===== src/rtl/conv_input_feeder.sv =====
// Conv input feeder: for each kernel/channel pair, reads the 2-word kernel and then every fmap window row,
// and delivers registered 8-lane beats to the conv engine.
//
// state | meaning
// ------+------------------------------------------------------------
// IDLE  | waiting for in_start; no memory reads
// KLOAD | kernel word reads h=0,1 for the current (k,c) pair
// FEED  | fmap reads, window rows r, column pairs j
// DRAIN | 2 cycles while the read pipeline empties; then IDLE
module conv_input_feeder #(
  parameter int LEN_IN    = 8,
  parameter int FMAP_ROWS = 61,
  parameter int COL_PAIRS = 32
) (
  input  logic              clk,
  input  logic              rst_n,
  input  logic              in_start,
  input  logic [2:0]        in_cfg_ci,
  input  logic [2:0]        in_cfg_co,
  output logic              mem_k_rd_en,
  output logic [10:0]       mem_k_addr,
  input  logic [63:0]       mem_k_rdata,
  output logic              mem_f_rd_en,
  output logic [15:0]       mem_f_addr0,
  output logic [15:0]       mem_f_addr1,
  output logic [15:0]       mem_f_addr2,
  output logic [15:0]       mem_f_addr3,
  input  logic [15:0]       mem_f_rdata0,
  input  logic [15:0]       mem_f_rdata1,
  input  logic [15:0]       mem_f_rdata2,
  input  logic [15:0]       mem_f_rdata3,
  output logic [LEN_IN-1:0] out_data0,
  output logic [LEN_IN-1:0] out_data1,
  output logic [LEN_IN-1:0] out_data2,
  output logic [LEN_IN-1:0] out_data3,
  output logic [LEN_IN-1:0] out_data4,
  output logic [LEN_IN-1:0] out_data5,
  output logic [LEN_IN-1:0] out_data6,
  output logic [LEN_IN-1:0] out_data7,
  output logic              out_valid,
  output logic              out_kphase,
  output logic              out_busy,
  output logic              out_done
);

  localparam int RW = (FMAP_ROWS > 1) ? $clog2(FMAP_ROWS) : 1;
  localparam int CW = (COL_PAIRS > 1) ? $clog2(COL_PAIRS) : 1;
  localparam logic [RW-1:0] ROW_LAST = RW'(FMAP_ROWS - 1);
  localparam logic [CW-1:0] COL_LAST = CW'(COL_PAIRS - 1);

  typedef enum logic [1:0] {IDLE, KLOAD, FEED, DRAIN} state_t;
  state_t state, state_nxt;

  logic [4:0]    k_cnt, c_cnt, nci_m1, nco_m1;
  logic          h_cnt, d_cnt;
  logic [RW-1:0] r_cnt;
  logic [CW-1:0] j_cnt;
  logic          start_ok, feed_last, run_last;
  logic [9:0]    pair_idx;
  logic [3:0][15:0] f_addr;
  logic [3:0][15:0] f_rdata;
  logic          v1, kp1, last1, last2;
  logic [7:0][LEN_IN-1:0] lane_q;

  function automatic logic [4:0] count_m1(input logic [2:0] code);
    case (code)
      3'd0:    return 5'd7;
      3'd1:    return 5'd15;
      3'd2:    return 5'd23;
      default: return 5'd31;
    endcase
  endfunction

  // A start arriving in the completion cycle is dropped, not queued.
  assign start_ok  = in_start && !out_done;
  assign feed_last = (r_cnt == ROW_LAST) && (j_cnt == COL_LAST);
  assign run_last  = (k_cnt == nco_m1) && (c_cnt == nci_m1);

  always_ff @(posedge clk) begin
    if (!rst_n) state <= IDLE;
    else        state <= state_nxt;
  end

  always_comb begin
    state_nxt = state;
    case (state)
      IDLE:    if (start_ok) state_nxt = KLOAD;
      KLOAD:   if (h_cnt) state_nxt = FEED;
      FEED:    if (feed_last) state_nxt = run_last ? DRAIN : KLOAD;
      DRAIN:   if (d_cnt) state_nxt = IDLE;
      default: state_nxt = IDLE;
    endcase
  end

  always_ff @(posedge clk) begin
    if (!rst_n) begin
      k_cnt  <= '0;
      c_cnt  <= '0;
      h_cnt  <= 1'b0;
      r_cnt  <= '0;
      j_cnt  <= '0;
      d_cnt  <= 1'b0;
      nci_m1 <= '0;
      nco_m1 <= '0;
    end else begin
      case (state)
        IDLE: if (start_ok) begin
          nci_m1 <= count_m1(in_cfg_ci);
          nco_m1 <= count_m1(in_cfg_co);
          k_cnt  <= '0;
          c_cnt  <= '0;
          h_cnt  <= 1'b0;
          r_cnt  <= '0;
          j_cnt  <= '0;
          d_cnt  <= 1'b0;
        end
        KLOAD: h_cnt <= ~h_cnt;
        FEED: begin
          if (j_cnt == COL_LAST) begin
            j_cnt <= '0;
            r_cnt <= (r_cnt == ROW_LAST) ? '0 : r_cnt + RW'(1);
          end else begin
            j_cnt <= j_cnt + CW'(1);
          end
          if (feed_last) begin
            if (c_cnt == nci_m1) begin
              c_cnt <= '0;
              k_cnt <= k_cnt + 5'd1;
            end else begin
              c_cnt <= c_cnt + 5'd1;
            end
          end
        end
        DRAIN: d_cnt <= ~d_cnt;
        default: ;
      endcase
    end
  end

  // Fmap row stride is fixed at 32 words and channel stride at 2048 words.
  always_comb begin
    pair_idx    = 10'(k_cnt) * (10'(nci_m1) + 10'd1) + 10'(c_cnt);
    mem_k_rd_en = (state == KLOAD);
    mem_k_addr  = mem_k_rd_en ? {pair_idx, h_cnt} : '0;
    mem_f_rd_en = (state == FEED);
    for (int n = 0; n < 4; n++) begin
      f_addr[n] = mem_f_rd_en ?
                  ({c_cnt, 11'd0} + ((16'(r_cnt) + 16'(n)) << 5) + 16'(j_cnt)) : '0;
    end
  end

  assign mem_f_addr0 = f_addr[0];
  assign mem_f_addr1 = f_addr[1];
  assign mem_f_addr2 = f_addr[2];
  assign mem_f_addr3 = f_addr[3];
  assign f_rdata     = {mem_f_rdata3, mem_f_rdata2, mem_f_rdata1, mem_f_rdata0};

  // v1/kp1 track the cycle in which memory data is valid; lanes capture on the following edge.
  always_ff @(posedge clk) begin
    if (!rst_n) begin
      v1         <= 1'b0;
      kp1        <= 1'b0;
      last1      <= 1'b0;
      last2      <= 1'b0;
      out_valid  <= 1'b0;
      out_kphase <= 1'b0;
      out_done   <= 1'b0;
      lane_q     <= '0;
    end else begin
      v1         <= mem_k_rd_en | mem_f_rd_en;
      kp1        <= mem_k_rd_en;
      last1      <= mem_f_rd_en && feed_last && run_last;
      last2      <= last1;
      out_done   <= last2;
      out_valid  <= v1;
      out_kphase <= v1 && kp1;
      if (v1) begin
        for (int i = 0; i < 8; i++) begin
          lane_q[i] <= kp1 ? LEN_IN'(mem_k_rdata[8*i +: 8])
                           : LEN_IN'(f_rdata[i % 4][8*(i / 4) +: 8]);
        end
      end
    end
  end

  assign out_busy  = (state != IDLE) || out_done;
  assign out_data0 = lane_q[0];
  assign out_data1 = lane_q[1];
  assign out_data2 = lane_q[2];
  assign out_data3 = lane_q[3];
  assign out_data4 = lane_q[4];
  assign out_data5 = lane_q[5];
  assign out_data6 = lane_q[6];
  assign out_data7 = lane_q[7];

endmodule


===== config.mk =====
export PLATFORM = sky130hd
export DESIGN_NAME = conv_input_feeder
export DESIGN_NICKNAME = d
export VERILOG_FILES = /design/src/rtl/conv_input_feeder.sv
export SDC_FILE = /design/constraint.sdc
export NUM_CORES = 1
export LEC_CHECK = 0
export BUFFER_PORTS_ARGS = -buffer_cell sky130_fd_sc_hd__buf_2
export CAP_MARGIN = 20
export CORE_MARGIN = 2
export CORE_UTILIZATION = 52
export CTS_CLUSTER_SIZE = 20
export DETAILED_ROUTE_END_ITERATION = 6
export PLACE_DENSITY = 0.86
export SETUP_SLACK_MARGIN = 0.05
export SLEW_MARGIN = 25
export SYNTH_ARGS = -nofsm -noshare
export SYNTH_HDL_FRONTEND = slang
export SYNTH_SLANG_ARGS = --single-unit

===== constraint.sdc =====
create_clock -name clk -period 9.8 [get_ports clk]
set_input_delay 0.49 -clock clk [delete_from_list [all_inputs] [get_ports clk]]
set_output_delay 0.49 -clock clk [all_outputs]
set_load 0.005 [all_outputs]

==> reports/qor.txt <==
CTS resizes - 0
Setup TNS - 0 ps
Clk buf depth - 2
Status - finished clean
Fmax - 219 MHz
Commonest cells after routing, fill and taps aside - buf_2, dfxtp_1, nand2_1
Worst slew pin tran - 1020 ps
Final routed DRC violation total - 0
Vias after detailed routing - 5662
Vias per cell - 5.24
GR Overflow Total - 0
Number of post-CTS setup repair buffers - 0
Worst path max stage delay - 480 ps
CTS Hold Bufs - 0
Area of the mapped netlist - 6310 sq um
Static Leakage - 4.36 nW
Register area share after synthesis - 32.0%
Post-layout nets - 1120
Psw - 0.000476 W
Slew Limit Fails - 0
ANT nets after route - 0
Synth Instances - 698
Pwr Total - 0.00140 W
# Max-Cap Violations - 0
Simple-Gate Fraction of Synth Area - 18.3%
Net Count, Synth - 889
R2R Setup Slk - 6300 ps
Wire length of the first global-routing pass - 23900 um
Crit-path max FO - 7
Slew headroom - 31.7%
WP buf/inv - 1
Fin util - 66.3%
Post-synthesis mux area share - 10.6%
Xor and xnor area share after synthesis - 4.72%
# diodes - 0
Die width - 114 um
Final Cycle Share - 46.6%
RSZ-0062 raised after global routing - false
Initial antenna violation count - 0
Type of the worst min-delay path - in2reg
Clock sink count - 101
Maximum VDD drop - 0.000117 V
Kind of launch point of the worst setup path - flop
Vias in the first global route - 5175
Final Hold Fails - 0
Clock skew - 7.55 ps
CORE AREA - 11900 sq um
#FFs+latches synth - 101
Post-Route WL - 15100 um
Maximum level of the CTS H-tree - 3
Initial drt markers - 240
Worst-path cell chain - ha_1 > xor2_1 > and2_1 > fa_1 > ha_1 > fa_1 > ha_1 > nor2b_1 > o21ai_0 > a21boi_0 > or3_1 > nand3_1 > buf_2
DIE HEIGHT - 114 um
Initial Util - 53.0%
YS warnings - 0
Share of power burned in registers - 40.0%
Gr usage total - 22.5%
Largest family of logic cells by synthesized area - simple AND/OR/NAND/NOR gates
Endpoint type of the worst setup path - primary output
RePlAce Congestion - 0.829
Worst path top cell family by delay - adder cells
Comb pwr share - 35.2%
CP dominant cell by count - ha_1
Num ports - 282
Share of cells above drive strength 1 - 32.8%
Slowest CP cell - fa_1
Most common cell after layout, fill and taps aside - buf_2
Compound-Gate Fraction of Synth Area - 16.1%
Worst skew pair latency - 340 ps
Synth cell types - 48
CTS clk-pin slew, worst paths - 70 ps
Clk network pwr share - 24.8%
Internal power - 0.000927 W
Area of the die - 13000 sq um
Critical Path RT - 9310 ps
Syn_area_per_cell - 9.05 sq um
Critical path class - reg2out
Root buf cell - clkbuf_16
Final min period - 4570 ps
Pin count of the biggest net entering global routing - 112
CTS tree - yes
Adder-cell share of the synthesized area - 11.4%
Switching part of the total - 33.9%
Drt pass-1 iters - 4
CTS buffer count - 9
Area grow syn2layout - 25.1%
Post-DP HPWL - 11500 um
PD cells - 178 nW/um^2
Drt wl/cell - 14.0 um
Setup-failing EPs final - 0
Row count - 40
I/O Buffers - 281
Arr. time, crit path - 4080 ps
## worst register-to-register path, delay by kind of cell, from the launching register on
family	cells	cell delay, ps
AO/OA/AOI/OAI	2	810
AND/OR/NAND/NOR	2	750
adder cells (fa/ha/maj)	1	770
flip-flops	1	340
buffers and inverters	2	770
## power by group through the flow
stage                     sequential, W  combinational (W)  clock, W
after global routing           0.000572           0.000546  0.000370
after global placement         0.000564           0.000487         0
after detailed placement       0.000568           0.000496         0
final                          0.000561           0.000493  0.000348
after CTS                      0.000561           0.000501  0.000354
after floorplan                0.000567           0.000316         0
## layout make-up
| class | count | area (sq um) |
|---|---|---|
| clock buffers | 10 | 229 |
| flip-flops and latches | 101 | 2030 |
| fillers | 961 | 4010 |
| clock inverters | 6 | 63.8 |
| well taps | 147 | 184 |
| multi-input cells | 507 | 3870 |
| repair buffers | 284 | 1430 |
| inverters | 26 | 97.6 |
## routing by layer
layer | part of all wire (%) | up-vias | global-route usage [%]
li1 | - | 2862 | -
met1 | 41 | 2587 | 25.8
met2 | 53 | 193 | 42.4
met3 | 5.1 | 20 | 3.92
met4 | 1.8 | 0 | 7.32
met5 | 0 | - | 0
## flip-flops by register name, summed over array words and instances, names as in the netlist, 6 cells and up
signal and cells:
out_data0 8, out_data1 8, out_data2 8, out_data3 8, out_data4 8, out_data5 8
out_data6 8, out_data7 8, r_cnt 6
## cells in the mapped netlist (all sizes together)
master / count / area (sq um)
o21ai: 13 / 68.8
a31o: 3 / 26.3
o2111ai: 1 / 8.76
mux2i: 66 / 661
nand2: 82 / 308
nor3: 1 / 5.00
a32o: 5 / 50.1
nand2b: 7 / 43.8
nor3b: 2 / 15.0
xor2: 21 / 184
or4b: 1 / 10.0
a21boi: 4 / 30.0
nand4: 6 / 43.8
ha: 48 / 601
a21o: 1 / 7.51
a211o: 1 / 8.76
a22oi: 1 / 7.51
nor2: 45 / 169
and2: 47 / 294
o21a: 2 / 15.0
a31oi: 1 / 6.26
nand3: 15 / 75.1
o211a: 64 / 641
o311a: 5 / 50.1
fa: 6 / 120
or3: 5 / 31.3
buf: 35 / 218
and3: 9 / 56.3
nand3b: 1 / 7.51
nor2b: 13 / 81.3
a32oi: 3 / 26.3
clkbuf: 29 / 109
mux2: 1 / 11.3
inv: 26 / 97.6
a211oi: 3 / 27.5
xnor2: 13 / 114
or4: 2 / 18.8
o22ai: 1 / 6.26
dfxtp: 101 / 2020
a21oi: 8 / 40.0
## cell families after synthesis
family / count (synthesis)
XOR/XNOR: 34
AND/OR/NAND/NOR: 236
adder cells (fa/ha/maj): 54
multiplexers: 67
AO/OA/AOI/OAI: 116
buffers and inverters: 90
flip-flops: 101
## path summary, 6_finish.rpt
check	start	endpoint	cells after the start
max	nci_m1[2]	mem_k_addr[9]	13
min	in_cfg_ci[1]	nci_m1[4]	2
max reg2reg	state[0]	c_cnt[1]	7
min reg2reg	last1	last2	1
## metrics by stage
step	std cells	hold slack (ps)	setup slack [ps]	area (sq um)
floorplan	698	412	5970	6310
global placement	1065	416	5720	7610
detailed placement	1065	429	5590	7610
CTS	1081	397	5220	7900
global route	1081	395	4960	7900
finish	1081	404	5230	7900
No activity file was read; power rests on OpenSTA's default activity.
